==> config.mk <==
export PLATFORM = sky130hd
export DESIGN_NAME = i2c_slave_if
export DESIGN_NICKNAME = d
export VERILOG_FILES = /design/src/rtl/i2c_slave_if.sv
export SDC_FILE = /design/constraint.sdc
export NUM_CORES = 1
export LEC_CHECK = 0
export BUFFER_PORTS_ARGS = -buffer_cell sky130_fd_sc_hd__buf_4
export CORE_ASPECT_RATIO = 2
export CORE_UTILIZATION = 55
export CTS_BUF_LIST = sky130_fd_sc_hd__clkbuf_4
export CTS_CLUSTER_SIZE = 10
export DETAILED_ROUTE_END_ITERATION = 10
export PLACE_DENSITY_LB_ADDON = 0.2
export SLEW_MARGIN = 20
export SYNTH_ARGS = -nofsm -noshare
export SYNTH_HDL_FRONTEND = slang
export SYNTH_SLANG_ARGS = --single-unit
==> constraint.sdc <==
create_clock -name clk -period 2.15 [get_ports clk]
set_input_delay 0.215 -clock clk [delete_from_list [all_inputs] [get_ports clk]]
set_output_delay 0.215 -clock clk [all_outputs]
set_load 0.01 [all_outputs]
==> src/rtl/i2c_slave_if.sv <==
// rtl/i2c_slave_if.sv - I2C target endpoint: START/STOP detect, address match, byte handshake
//
// Ports:
//   clk      system clock, all logic on the rising edge
//   clr      synchronous active-high reset
//   scl_in   raw SCL from pad (asynchronous, input only)
//   sda_in   raw SDA from pad (asynchronous)
//   sda_oe   1 = pull SDA low, 0 = release
//   rx_data  last received write byte
//   rx_valid one-cycle pulse, rx_data is new this cycle
//   tx_req   one-cycle pulse, next read byte requested
//   tx_data  read byte, valid the cycle after tx_req
//   busy     set on an address match, cleared by STOP or START
module i2c_slave_if #(
  parameter logic [6:0] SLAVE_ADDR  = 7'h42,
  parameter int         SYNC_STAGES = 2
) (
  input  logic       clk,
  input  logic       clr,
  input  logic       scl_in,
  input  logic       sda_in,
  output logic       sda_oe,
  output logic [7:0] rx_data,
  output logic       rx_valid,
  output logic       tx_req,
  input  logic [7:0] tx_data,
  output logic       busy
);

  typedef enum logic [2:0] {
    S_IDLE,
    S_ADDR,
    S_ADDR_ACK,
    S_WR_DATA,
    S_WR_ACK,
    S_RD_DATA,
    S_RD_ACK,
    S_WAIT_STOP
  } state_t;

  // Input synchronisers and history flops. Reset to 1 (idle bus level) so a
  // reset never manufactures a START edge on its own.
  logic [SYNC_STAGES-1:0] r_scl_sync;
  logic [SYNC_STAGES-1:0] r_sda_sync;
  logic                   r_scl_d;
  logic                   r_sda_d;

  always_ff @(posedge clk) begin
    if (clr) begin
      r_scl_sync <= '1;
      r_sda_sync <= '1;
      r_scl_d    <= 1'b1;
      r_sda_d    <= 1'b1;
    end else begin
      r_scl_sync <= {r_scl_sync[SYNC_STAGES-2:0], scl_in};
      r_sda_sync <= {r_sda_sync[SYNC_STAGES-2:0], sda_in};
      r_scl_d    <= r_scl_sync[SYNC_STAGES-1];
      r_sda_d    <= r_sda_sync[SYNC_STAGES-1];
    end
  end

  logic w_scl;
  logic w_sda;
  logic w_scl_rise;
  logic w_scl_fall;
  logic w_start;
  logic w_stop;

  assign w_scl      = r_scl_sync[SYNC_STAGES-1];
  assign w_sda      = r_sda_sync[SYNC_STAGES-1];
  assign w_scl_rise = w_scl & ~r_scl_d;
  assign w_scl_fall = ~w_scl & r_scl_d;
  // SCL must have been high on both samples so that SCL and SDA moving in
  // the same sample window is not taken as a bus condition.
  assign w_start    = ~w_sda & r_sda_d & w_scl & r_scl_d;
  assign w_stop     = w_sda & ~r_sda_d & w_scl & r_scl_d;

  state_t      r_state;
  logic [2:0]  r_bit_cnt;
  logic [7:0]  r_shift;
  logic        r_rw;
  logic        r_ack_half;   // first SCL fall of an ACK slot already seen
  logic        r_sda_oe;
  logic [7:0]  r_rx_data;
  logic        r_rx_valid;
  logic        r_tx_req;
  logic        r_tx_load;    // tx_data is captured one cycle after tx_req
  logic        r_busy;
  logic [7:0]  r_tx_sr;

  state_t      w_state_nx;
  logic [2:0]  w_cnt_nx;
  logic [7:0]  w_shift_nx;
  logic        w_rw_nx;
  logic        w_ack_half_nx;
  logic        w_oe_nx;
  logic [7:0]  w_rx_data_nx;
  logic        w_rx_valid_nx;
  logic        w_tx_req_nx;
  logic        w_busy_nx;
  logic [7:0]  w_tx_sr_nx;
  logic [7:0]  w_byte;

  assign w_byte = {r_shift[6:0], w_sda};

  always_ff @(posedge clk) begin
    if (clr) begin
      r_state    <= S_IDLE;
      r_bit_cnt  <= 3'd0;
      r_shift    <= 8'h00;
      r_rw       <= 1'b0;
      r_ack_half <= 1'b0;
      r_sda_oe   <= 1'b0;
      r_rx_data  <= 8'h00;
      r_rx_valid <= 1'b0;
      r_tx_req   <= 1'b0;
      r_tx_load  <= 1'b0;
      r_busy     <= 1'b0;
      r_tx_sr    <= 8'h00;
    end else begin
      r_state    <= w_state_nx;
      r_bit_cnt  <= w_cnt_nx;
      r_shift    <= w_shift_nx;
      r_rw       <= w_rw_nx;
      r_ack_half <= w_ack_half_nx;
      r_sda_oe   <= w_oe_nx;
      r_rx_data  <= w_rx_data_nx;
      r_rx_valid <= w_rx_valid_nx;
      r_tx_req   <= w_tx_req_nx;
      r_tx_load  <= r_tx_req;
      r_busy     <= w_busy_nx;
      r_tx_sr    <= w_tx_sr_nx;
    end
  end

  always_comb begin
    w_state_nx    = r_state;
    w_cnt_nx      = r_bit_cnt;
    w_shift_nx    = r_shift;
    w_rw_nx       = r_rw;
    w_ack_half_nx = r_ack_half;
    w_oe_nx       = r_sda_oe;
    w_rx_data_nx  = r_rx_data;
    w_rx_valid_nx = 1'b0;
    w_tx_req_nx   = 1'b0;
    w_busy_nx     = r_busy;
    w_tx_sr_nx    = r_tx_load ? tx_data : r_tx_sr;

    if (w_stop) begin
      w_state_nx    = S_IDLE;
      w_cnt_nx      = 3'd0;
      w_ack_half_nx = 1'b0;
      w_oe_nx       = 1'b0;
      w_busy_nx     = 1'b0;
    end else if (w_start) begin
      w_state_nx    = S_ADDR;
      w_cnt_nx      = 3'd0;
      w_ack_half_nx = 1'b0;
      w_oe_nx       = 1'b0;
      w_busy_nx     = 1'b0;
    end else begin
      case (r_state)
        S_ADDR: begin
          if (w_scl_rise) begin
            w_shift_nx = w_byte;
            w_cnt_nx   = r_bit_cnt + 3'd1;
            if (r_bit_cnt == 3'd7) begin
              w_rw_nx       = w_sda;
              w_ack_half_nx = 1'b0;
              if (w_byte[7:1] == SLAVE_ADDR) begin
                w_busy_nx   = 1'b1;
                w_tx_req_nx = w_sda;
                w_state_nx  = S_ADDR_ACK;
              end else begin
                w_state_nx  = S_WAIT_STOP;
              end
            end
          end
        end
        S_ADDR_ACK: begin
          if (w_scl_fall) begin
            if (!r_ack_half) begin
              w_oe_nx       = 1'b1;
              w_ack_half_nx = 1'b1;
            end else begin
              w_ack_half_nx = 1'b0;
              w_cnt_nx      = 3'd0;
              if (r_rw) begin
                w_oe_nx    = ~r_tx_sr[7];
                w_state_nx = S_RD_DATA;
              end else begin
                w_oe_nx    = 1'b0;
                w_state_nx = S_WR_DATA;
              end
            end
          end
        end
        S_WR_DATA: begin
          if (w_scl_rise) begin
            w_shift_nx = w_byte;
            w_cnt_nx   = r_bit_cnt + 3'd1;
            if (r_bit_cnt == 3'd7) begin
              w_rx_data_nx  = w_byte;
              w_rx_valid_nx = 1'b1;
              w_ack_half_nx = 1'b0;
              w_state_nx    = S_WR_ACK;
            end
          end
        end
        S_WR_ACK: begin
          if (w_scl_fall) begin
            if (!r_ack_half) begin
              w_oe_nx       = 1'b1;
              w_ack_half_nx = 1'b1;
            end else begin
              w_oe_nx       = 1'b0;
              w_ack_half_nx = 1'b0;
              w_cnt_nx      = 3'd0;
              w_state_nx    = S_WR_DATA;
            end
          end
        end
        S_RD_DATA: begin
          // MSB went out on entry; each fall presents the next bit, the
          // eighth fall hands SDA back for the controller's ACK.
          if (w_scl_fall) begin
            w_cnt_nx = r_bit_cnt + 3'd1;
            if (r_bit_cnt == 3'd7) begin
              w_oe_nx       = 1'b0;
              w_ack_half_nx = 1'b0;
              w_state_nx    = S_RD_ACK;
            end else begin
              w_oe_nx    = ~r_tx_sr[6];
              w_tx_sr_nx = {r_tx_sr[6:0], 1'b0};
            end
          end
        end
        S_RD_ACK: begin
          if (!r_ack_half) begin
            if (w_scl_rise) begin
              if (!w_sda) begin
                w_tx_req_nx   = 1'b1;
                w_ack_half_nx = 1'b1;
              end else begin
                w_state_nx = S_WAIT_STOP;
              end
            end
          end else if (w_scl_fall) begin
            w_oe_nx       = ~r_tx_sr[7];
            w_ack_half_nx = 1'b0;
            w_cnt_nx      = 3'd0;
            w_state_nx    = S_RD_DATA;
          end
        end
        default: begin
        end
      endcase
    end
  end

  assign sda_oe   = r_sda_oe;
  assign rx_data  = r_rx_data;
  assign rx_valid = r_rx_valid;
  assign tx_req   = r_tx_req;
  assign busy     = r_busy;

endmodule

---- Word-level counts from Yosys, hierarchy flattened ----
Cells that the tools add are included.
operators by class
  add/sub/neg operators ................... 1
  equal/unequal tests ..................... 39
  multiplexer cells ....................... 55
  bitwise operators ....................... 18
  reductions and logical operators ........ 18
operator list
  kind                                                  number
  two-way mux 3 bit                                     22
  two-way mux 8 bit                                     6
  != test 3 bit (second input constant)                 13
  AND reduction 14 bit                                  2
  != test 2 bit (second input constant)                 12
  two-way mux 1 bit                                     22
  case mux 3 bit (6 select lines)                       1
  equality test 3 bit (second input constant)           4
  != test 4 bit (second input constant)                 3
  case mux 3 bit (4 select lines)                       1
  AND reduction 4 bit                                   3
  inverter 1 bit                                        10
  AND reduction 5 bit                                   2
  AND 1 bit                                             8
  case mux 1 bit (4 select lines)                       2
  nonzero test 4 bit                                    2
  equality test 7 bit (second input constant)           1
  AND reduction 7 bit                                   1
  nonzero test 7 bit                                    1
  equality test 3 x 2 -> 1 bit (second input constant)  2
  != test 2 x 1 -> 1 bit (second input constant)        3
  AND reduction 6 bit                                   1
  nonzero test 6 bit                                    1
  OR reduction 2 bit                                    3
  5 further kinds                                       5
storage, ports and cells
  register bits ........................... 42
  input bits .............................. 12
  output and inout port bits .............. 12
  logic and storage cells ................. 148

---- Logic depth before layout (Yosys ltp) ----
Gate-level depths: netlist (run 1).
  word-level depth ........................ 6
  gate-level depth with buffers ........... 8
  depth with buffers taken out ............ 7

---- Worst setup path after synthesis (run 1) ----
OpenSTA, ideal clock, no wires.
  path kind ............................... register to register
  start point ............................. reg r_shift[3]
  end point ............................... reg r_state[0]
  library setup time ...................... 0.140 ns
  data arrival time ....................... 1.510 ns
  data required time ...................... 2.010 ns
  setup slack ............................. 0.501 ns
  stages on the path, launching flop included .. 6
  buffers on the path ..................... 0
  clock period less this slack ............ 1.649 ns
  cells stage by stage .................... dfxtp_1 or4b_4 nor3_1 o21ai_0 a21oi_1 a22oi_1
on the way
  word-level cells in the longest chain between the ends .. 6
ends and longest elaborated chain
  element                          RTL line  text
  from (decl)                      80        logic [7:0] r_shift;
  from (signal assigned)           123       r_shift <= w_shift_nx;
  equality test 7 bit              170       if (w_byte[7:1] == SLAVE_ADDR) begin
  two-way mux 3 bit                170
  two-way mux 3 bit                167       if (r_bit_cnt == 3'd7) begin
  two-way mux 3 bit                164       if (w_scl_rise) begin
  case mux 3 bit (6 select lines)  162       case (r_state)
  two-way mux 1 bit                155       end else if (w_start) begin
  to (signal assigned)             121       r_state <= w_state_nx;
  to (decl)                        78        state_t r_state;
No other way between the ends. The select of a mux whose other input is x is not followed.
A chain may end at the register's enable or synchronous reset.

---- Worst setup path after layout (run 1) ----
  start point ............................. reg r_state[0]
  end point ............................... reg r_tx_req, in the netlist tx_req
on the way
  word-level cells in the longest chain between the ends .. 2
  elaborated cells between the ends (all ways) .. 3
  classes of those cells .................. 2 x eq/ne; 1 x mux
ends and longest elaborated chain
  element                                                              RTL line  text
  equality test 3 bit or equality test 3 x 1 -> 1 bit (tied branches)  162
  case mux 1 bit (2 select lines) *                                    162
  to (signal assigned)                                                 129       r_tx_req <= w_tx_req_nx;
  to (decl)                                                            86        logic r_tx_req;
Mark *: on every way between the ends. The rest lies on a longest branch, timed or not.

==> flow_summary.json, run 1 <==
{
  "n_antenna_cell": 0,
  "synth_area_leader_cell": "dfxtp_1",
  "gr-usage-all-layers": 0.254,
  "place_ws_ns": 0.342,
  "clockPowerShare": 0.419,
  "grt_max_degree": 35,
  "fin_nets": 264,
  "drtIter0Drc": 26,
  "ant_nets": 0,
  "vdd_drop_max_v": 0.000749,
  "crit_path_end_kind": "register",
  "synth_nets": 242,
  "crit_fanout": 8,
  "antenna_found_initial": 0,
  "multi_input_area_mm2": 0.00103,
  "relSlewSlack": 0.642,
  "status": "finished clean",
  "regArea_um2": 841,
  "crit_arrival_ns": 2.12,
  "die_x_um": 44.3,
  "dieArea_mm2": 0.00384,
  "rsz0062_at_grt": "false",
  "fin_skew_ns": 0.0162,
  "vias": 1721,
  "io_buffers": 23,
  "power.leakage_nw": 0.955,
  "gp_congestion": 0.927,
  "cts_buffers": 5,
  "globalRouteOverflowTotal": 0,
  "stdcell_count": 299,
  "dr.pass1.iters": 4,
  "ys.warnings.count": 0,
  "path_clk_slew_ns": 0.13,
  "start_kind": "register",
  "synth_seq_cells": 42,
  "worst_pin_slew_ns": 0.535,
  "clock.fmax_ghz": 0.536,
  "hold_class": "in -> reg",
  "timing.critical_path.required_ns": 2.41,
  "hold_path_depth": 2,
  "tritoncts": "yes",
  "switching_share": 0.200,
  "p_int_mw": 1.17,
  "finalSetupViolCount": 0,
  "synthCells": 228,
  "initial_core_util": 0.577,
  "post_drt_wl_per_cell_um": 14.6,
  "drv_slew": 0,
  "area_delta_synth_final_pct": 16.4,
  "synthesis.area_mm2": 0.00197,
  "fin_ws_ns": 0.283,
  "synth_area_per_cell_um2": 8.65,
  "grt_first_pass_wirelength_um": 7310,
  "finalWirelength_um": 4360,
  "drive_gt1_frac": 0.199,
  "clkLatencyLatePin_ns": 0.35,
  "r2r_end": "tx_req",
  "placed_cells": 291,
  "hold_path_end": "r_sda_sync[0]",
  "nFillCells": 286,
  "min_period_ns": 1.87,
  "cts.path.max_buffers": 2,
  "power.density_mw_per_mm2": 639,
  "fin_crit_sh": 0.868,
  "power_frac_seq": 0.539,
  "grt_pass1_vias": 1661,
  "num_rows": 30,
  "synth_top_cells_by_area": "dfxtp_1 (43%), mux2i_1 (8.1%), nor2_1 (5.3%)",
  "hold_viol": 0,
  "dp_hpwl_um": 3240,
  "drc_errors": 0,
  "postCtsSetupBuffers": 0,
  "clkSinkCount": 42,
  "switchingPower_uw": 294,
  "r2r_start": "r_state[0]",
  "maxCapViolCount": 0,
  "path_class": "reg -> reg",
  "fin_hold_ws_ns": 0.0540,
  "yosys.area.top_type_share": 0.426,
  "fin_util": 0.672,
  "worst_hold_startpoint": "sda_in",
  "avgViaCountPerCell": 5.76,
  "cts.repair.resized": 0,
  "h-tree-depth": 2,
  "setup_tns_ns": 0,
  "ioPinCount": 24,
  "seq_area_frac_synth": 0.426,
  "power_frac_comb": 0.042,
  "rr_worst_depth": 5,
  "ctsHoldBuffers": 0,
  "clockRootBuffer": "clkbuf_4",
  "dieHeight_um": 86.7,
  "fp.coreArea_mm2": 0.00342,
  "r2r_setup_slack_ns": 0.28,
  "yosysUniqueCellTypes": 42
}
[cell usage after synthesis]
cell type  count
dfxtp_1       42
nor2_1        28
nand2_1       21
a21oi_1       16
mux2i_1       16
a211oi_1       9
o21ai_0        9
clkbuf_1       8
inv_1          7
nand2b_1       7
buf_2          6
or2_2          6
nor2b_1        5
nor3_1         5
nand3_1        4
o21a_1         3
a22oi_1        2
a2bb2oi_1      2
a31oi_1        2
a32oi_1        2
a41oi_1        2
and3_1         2
and4bb_2       2
ha_1           2
nand3b_1       2
o31ai_1        2
a2111oi_2      1
a211oi_2       1
a21o_1         1
and3b_1        1
buf_1          1
buf_4          1
nor4_4         1
nor4bb_1       1
o211ai_1       1
o21ai_1        1
o21bai_1       1
o221ai_1       1
o22ai_1        1
or4b_4         1
or4bb_1        1
xnor2_1        1
[final cells by class]
| class | count | area share |
|---|---|---|
| multi-input cells | 163 | 0.450 |
| flip-flops and latches | 42 | 0.366 |
| inverters | 7 | 0.0115 |
| clock buffers | 5 | 0.0164 |
| clock inverters | 3 | 0.0278 |
| well taps | 48 | 0.0262 |
| repair buffers | 31 | 0.101 |
[cell families (layout without fill, tap and decap cells)]
logic type                 count (synthesis)  in the layout  share of synthesized area
buffers and inverters                     23             46                     0.0495
DFF                                       42             42                      0.426
muxes                                     16             16                     0.0812
xor gates and xnor gates                   1              1                    0.00444
AOI/OAI and AO/OA                         57             57                      0.193
and+or+nand+nor                           87             87                      0.233
adders and majority gates                  2              2                     0.0127
[cell usage in the layout (no fill, tap or decap), drive strengths merged, types with 2 or more instances in the layout]
cell     count
and4bb       2
nand3b       2
a22oi        2
nor3         5
ha           2
dfxtp       42
and3         2
or2          6
a31oi        2
nand2b       7
a2bb2oi      2
nor2b        5
o21a         3
nand3        4
inv          7
bufinv       2
buf         31
a32oi        2
o31ai        2
a41oi        2
nand2       21
clkbuf       5
a211oi      10
a21oi       16
o21ai       10
nor2        28
mux2i       16
[routing by layer]
metal / part of all wire / GRT usage / up-vias
met5: 0 / 0 / -
met4: 0.040 / 0.174 / 0
met3: 0.030 / 0.0438 / 15
met2: 0.55 / 0.447 / 47
met1: 0.38 / 0.258 / 805
li1: - / - / 854
[metrics by stage]
stage / instance area, µm² / total power [mW]
finish: 2290 / 1.47
global route: 2290 / 1.51
CTS: 2290 / 1.48
detailed placement: 2190 / 0.869
global placement: 2190 / 0.870
floorplan: 1970 / 0.839
[worst max-delay path: stages (launching register included)]
cell       delay [ns]
dfxtp_1          0.35
buf_4            0.16
or4bb_1          0.53
nor3_1           0.28
a41oi_1          0.14
a2111oi_2        0.31
[worst max path at each step]
| stage | start | endpoint | slack (ns) | depth (start not counted) |
|---|---|---|---|---|
| finish | r_state[0] | tx_req | 0.28 | 5 |
| floorplan | r_shift[3] | r_state[0] | 0.50 | 5 |
| detailed placement | r_scl_sync[1] | r_state[1] | 0.34 | 5 |
| global placement | r_state[0] | tx_req | 0.29 | 5 |
| global route | r_state[1] | tx_req | 0.16 | 4 |
| CTS | r_state[0] | tx_req | 0.29 | 5 |
[sequential cells by signal, indices dropped and copies added, names as in the netlist]
signal	count
r_tx_sr	8
rx_data	8
r_shift	7
r_bit_cnt	3
r_state	3
r_scl_sync	2
r_sda_sync	2
busy	1
r_ack_half	1
r_rw	1
r_scl_d	1
r_sda_d	1
r_tx_load	1
rx_valid	1
sda_oe	1
tx_req	1
[power by group through the flow]
| stage | Clock [mW] | Combinational, mW | Sequential (mW) |
|---|---|---|---|
| finish | 0.614 | 0.0617 | 0.791 |
| global route | 0.652 | 0.0675 | 0.792 |
| CTS | 0.626 | 0.0620 | 0.790 |
| detailed placement | 0 | 0.0615 | 0.808 |
| global placement | 0 | 0.0619 | 0.808 |
| floorplan | 0 | 0.0356 | 0.803 |
(Power assumes the default switching activity.)
==> inputs of run 2 (changes only) <==
--- a/config.mk
+++ b/config.mk
@@ -8,7 +8,6 @@
 export BUFFER_PORTS_ARGS = -buffer_cell sky130_fd_sc_hd__buf_4
 export CORE_ASPECT_RATIO = 2
 export CORE_UTILIZATION = 55
-export CTS_BUF_LIST = sky130_fd_sc_hd__clkbuf_4
 export CTS_CLUSTER_SIZE = 10
 export DETAILED_ROUTE_END_ITERATION = 10
 export PLACE_DENSITY_LB_ADDON = 0.2
==> run 2 against run 1 <==
  * Sequential share of layout area is 0.65 points lower
  * Hold slack better by 0.049 ns
  * Clock power is 25% higher
  * Combinational power hardly changed
  * Sequential cell count stayed put
  * Routed wire length is 1.1% higher
  * Register-to-register slack better by 0.02 ns
  * Sequential power hardly changed
  * Power is 10% higher
  * Final cell count stayed put
  * Global-route usage is 0.29 points higher
  * Largest cell class unchanged
  * Highest routed layer unchanged
==> flow_summary.json, run 2 (synthesis results as in run 1) <==
{
  "status": "finished clean",
  "num_rows": 30,
  "clockRootBuffer": "clkbuf_8",
  "fin_hold_ws_ns": 0.103,
  "post_drt_wl_per_cell_um": 14.7,
  "initial_core_util": 0.577,
  "setup_tns_ns": 0,
  "grt_max_degree": 35,
  "vdd_drop_max_v": 0.000705,
  "n_antenna_cell": 0,
  "drv_slew": 0,
  "h-tree-depth": 2,
  "rsz0062_at_grt": "false",
  "min_period_ns": 1.85,
  "rr_worst_depth": 5,
  "area_delta_synth_final_pct": 18.5,
  "fin_util": 0.684,
  "clkSinkCount": 42,
  "power.density_mw_per_mm2": 693,
  "fin_total_pwr_mw": 1.62,
  "design_area_mm2": 0.00234,
  "crit_path_end_kind": "register",
  "gr-usage-all-layers": 0.257,
  "grt_pass1_vias": 1674,
  "fp.coreArea_mm2": 0.00342,
  "power_frac_comb": 0.038,
  "die_x_um": 44.3,
  "final_cell_mix": "dfxtp_1 (42), buf_4 (31), nor2_1 (28)",
  "ctsHoldBuffers": 0,
  "place_ws_ns": 0.342,
  "power_frac_seq": 0.488,
  "crit_fanout": 11,
  "hold_path_depth": 2,
  "dieHeight_um": 86.7,
  "crit_arrival_ns": 2.04,
  "hold_viol": 0,
  "fin_ws_ns": 0.303,
  "cts.repair.resized": 0,
  "placed_cells": 291,
  "start_kind": "register",
  "path_clk_slew_ns": 0.08,
  "drc_errors": 0,
  "ioPinCount": 24,
  "maxCapViolCount": 0,
  "final_common_cell": "dfxtp_1",
  "worst_pin_slew_ns": 0.544,
  "dieArea_mm2": 0.00384,
  "stdcell_count": 299,
  "placed_area_mm2": 0.00219,
  "tritoncts": "yes",
  "hold_class": "in -> reg",
  "gp_congestion": 0.927,
  "cts.path.max_buffers": 2,
  "p_int_mw": 1.31,
  "grt_first_pass_wirelength_um": 7340,
  "power.leakage_nw": 0.973,
  "relSlewSlack": 0.636,
  "cts_buffers": 5,
  "dp_hpwl_um": 3240,
  "switchingPower_uw": 311,
  "ant_nets": 0,
  "path_class": "reg -> reg",
  "fin_skew_ns": 0.0101,
  "fin_nets": 264,
  "finalSetupViolCount": 0,
  "avgViaCountPerCell": 5.75,
  "postCtsSetupBuffers": 0,
  "finalWirelength_um": 4410,
  "globalRouteOverflowTotal": 0,
  "antenna_found_initial": 0,
  "dr.pass1.iters": 4,
  "clock.fmax_ghz": 0.542,
  "drtIter0Drc": 48,
  "drive_gt1_frac": 0.203,
  "fin_crit_sh": 0.859,
  "io_buffers": 23,
  "switching_share": 0.192,
  "timing.critical_path.required_ns": 2.34,
  "vias": 1718,
  "clockPowerShare": 0.474,
  "clkLatencyLatePin_ns": 0.30
}
==> run 2: final timing paths <==
kind,from,end,slack [ns]
max reg2reg,r_scl_sync[1],r_state[1],0.30
min reg2reg,r_scl_sync[0],r_scl_sync[1],0.41
min,sda_in,r_sda_sync[0],0.10
max,r_scl_sync[1],r_state[1],0.30
==> run 2: area by class of cell <==
| cell class | count | area, µm² |
|---|---|---|
| fill | 278 | 1080 |
| clock buffer | 6 | 82.6 |
| clock inverter | 2 | 60.1 |
| multi-input combinational | 163 | 1030 |
| tap | 48 | 60.1 |
| sequential | 42 | 841 |
| timing repair buffer | 31 | 233 |
| inverter | 7 | 26.3 |
==> run 2: critical path: stages (launching register included) <==
cell and delay [ns]:
dfxtp_1 0.49, and4bb_2 0.43, o21ai_1 0.13, a22oi_1 0.40
and3_1 0.24, nor3_1 0.05
==> run 2: per-layer routing <==
layer	track usage	vias to the layer above	part of all wire
li1	-	850	-
met3	0.0438	24	0.030
met2	0.451	56	0.53
met5	0	-	0
met1	0.257	788	0.38
met4	0.187	0	0.063
==> run 2: power by group through the flow <==
stage               Combinational, mW  Sequential [mW]  Clock, mW
detailed placement             0.0615            0.808          0
global placement               0.0619            0.808          0
floorplan                      0.0356            0.803          0
global route                   0.0675            0.790      0.804
finish                         0.0616            0.790      0.768
CTS                            0.0619            0.789      0.779
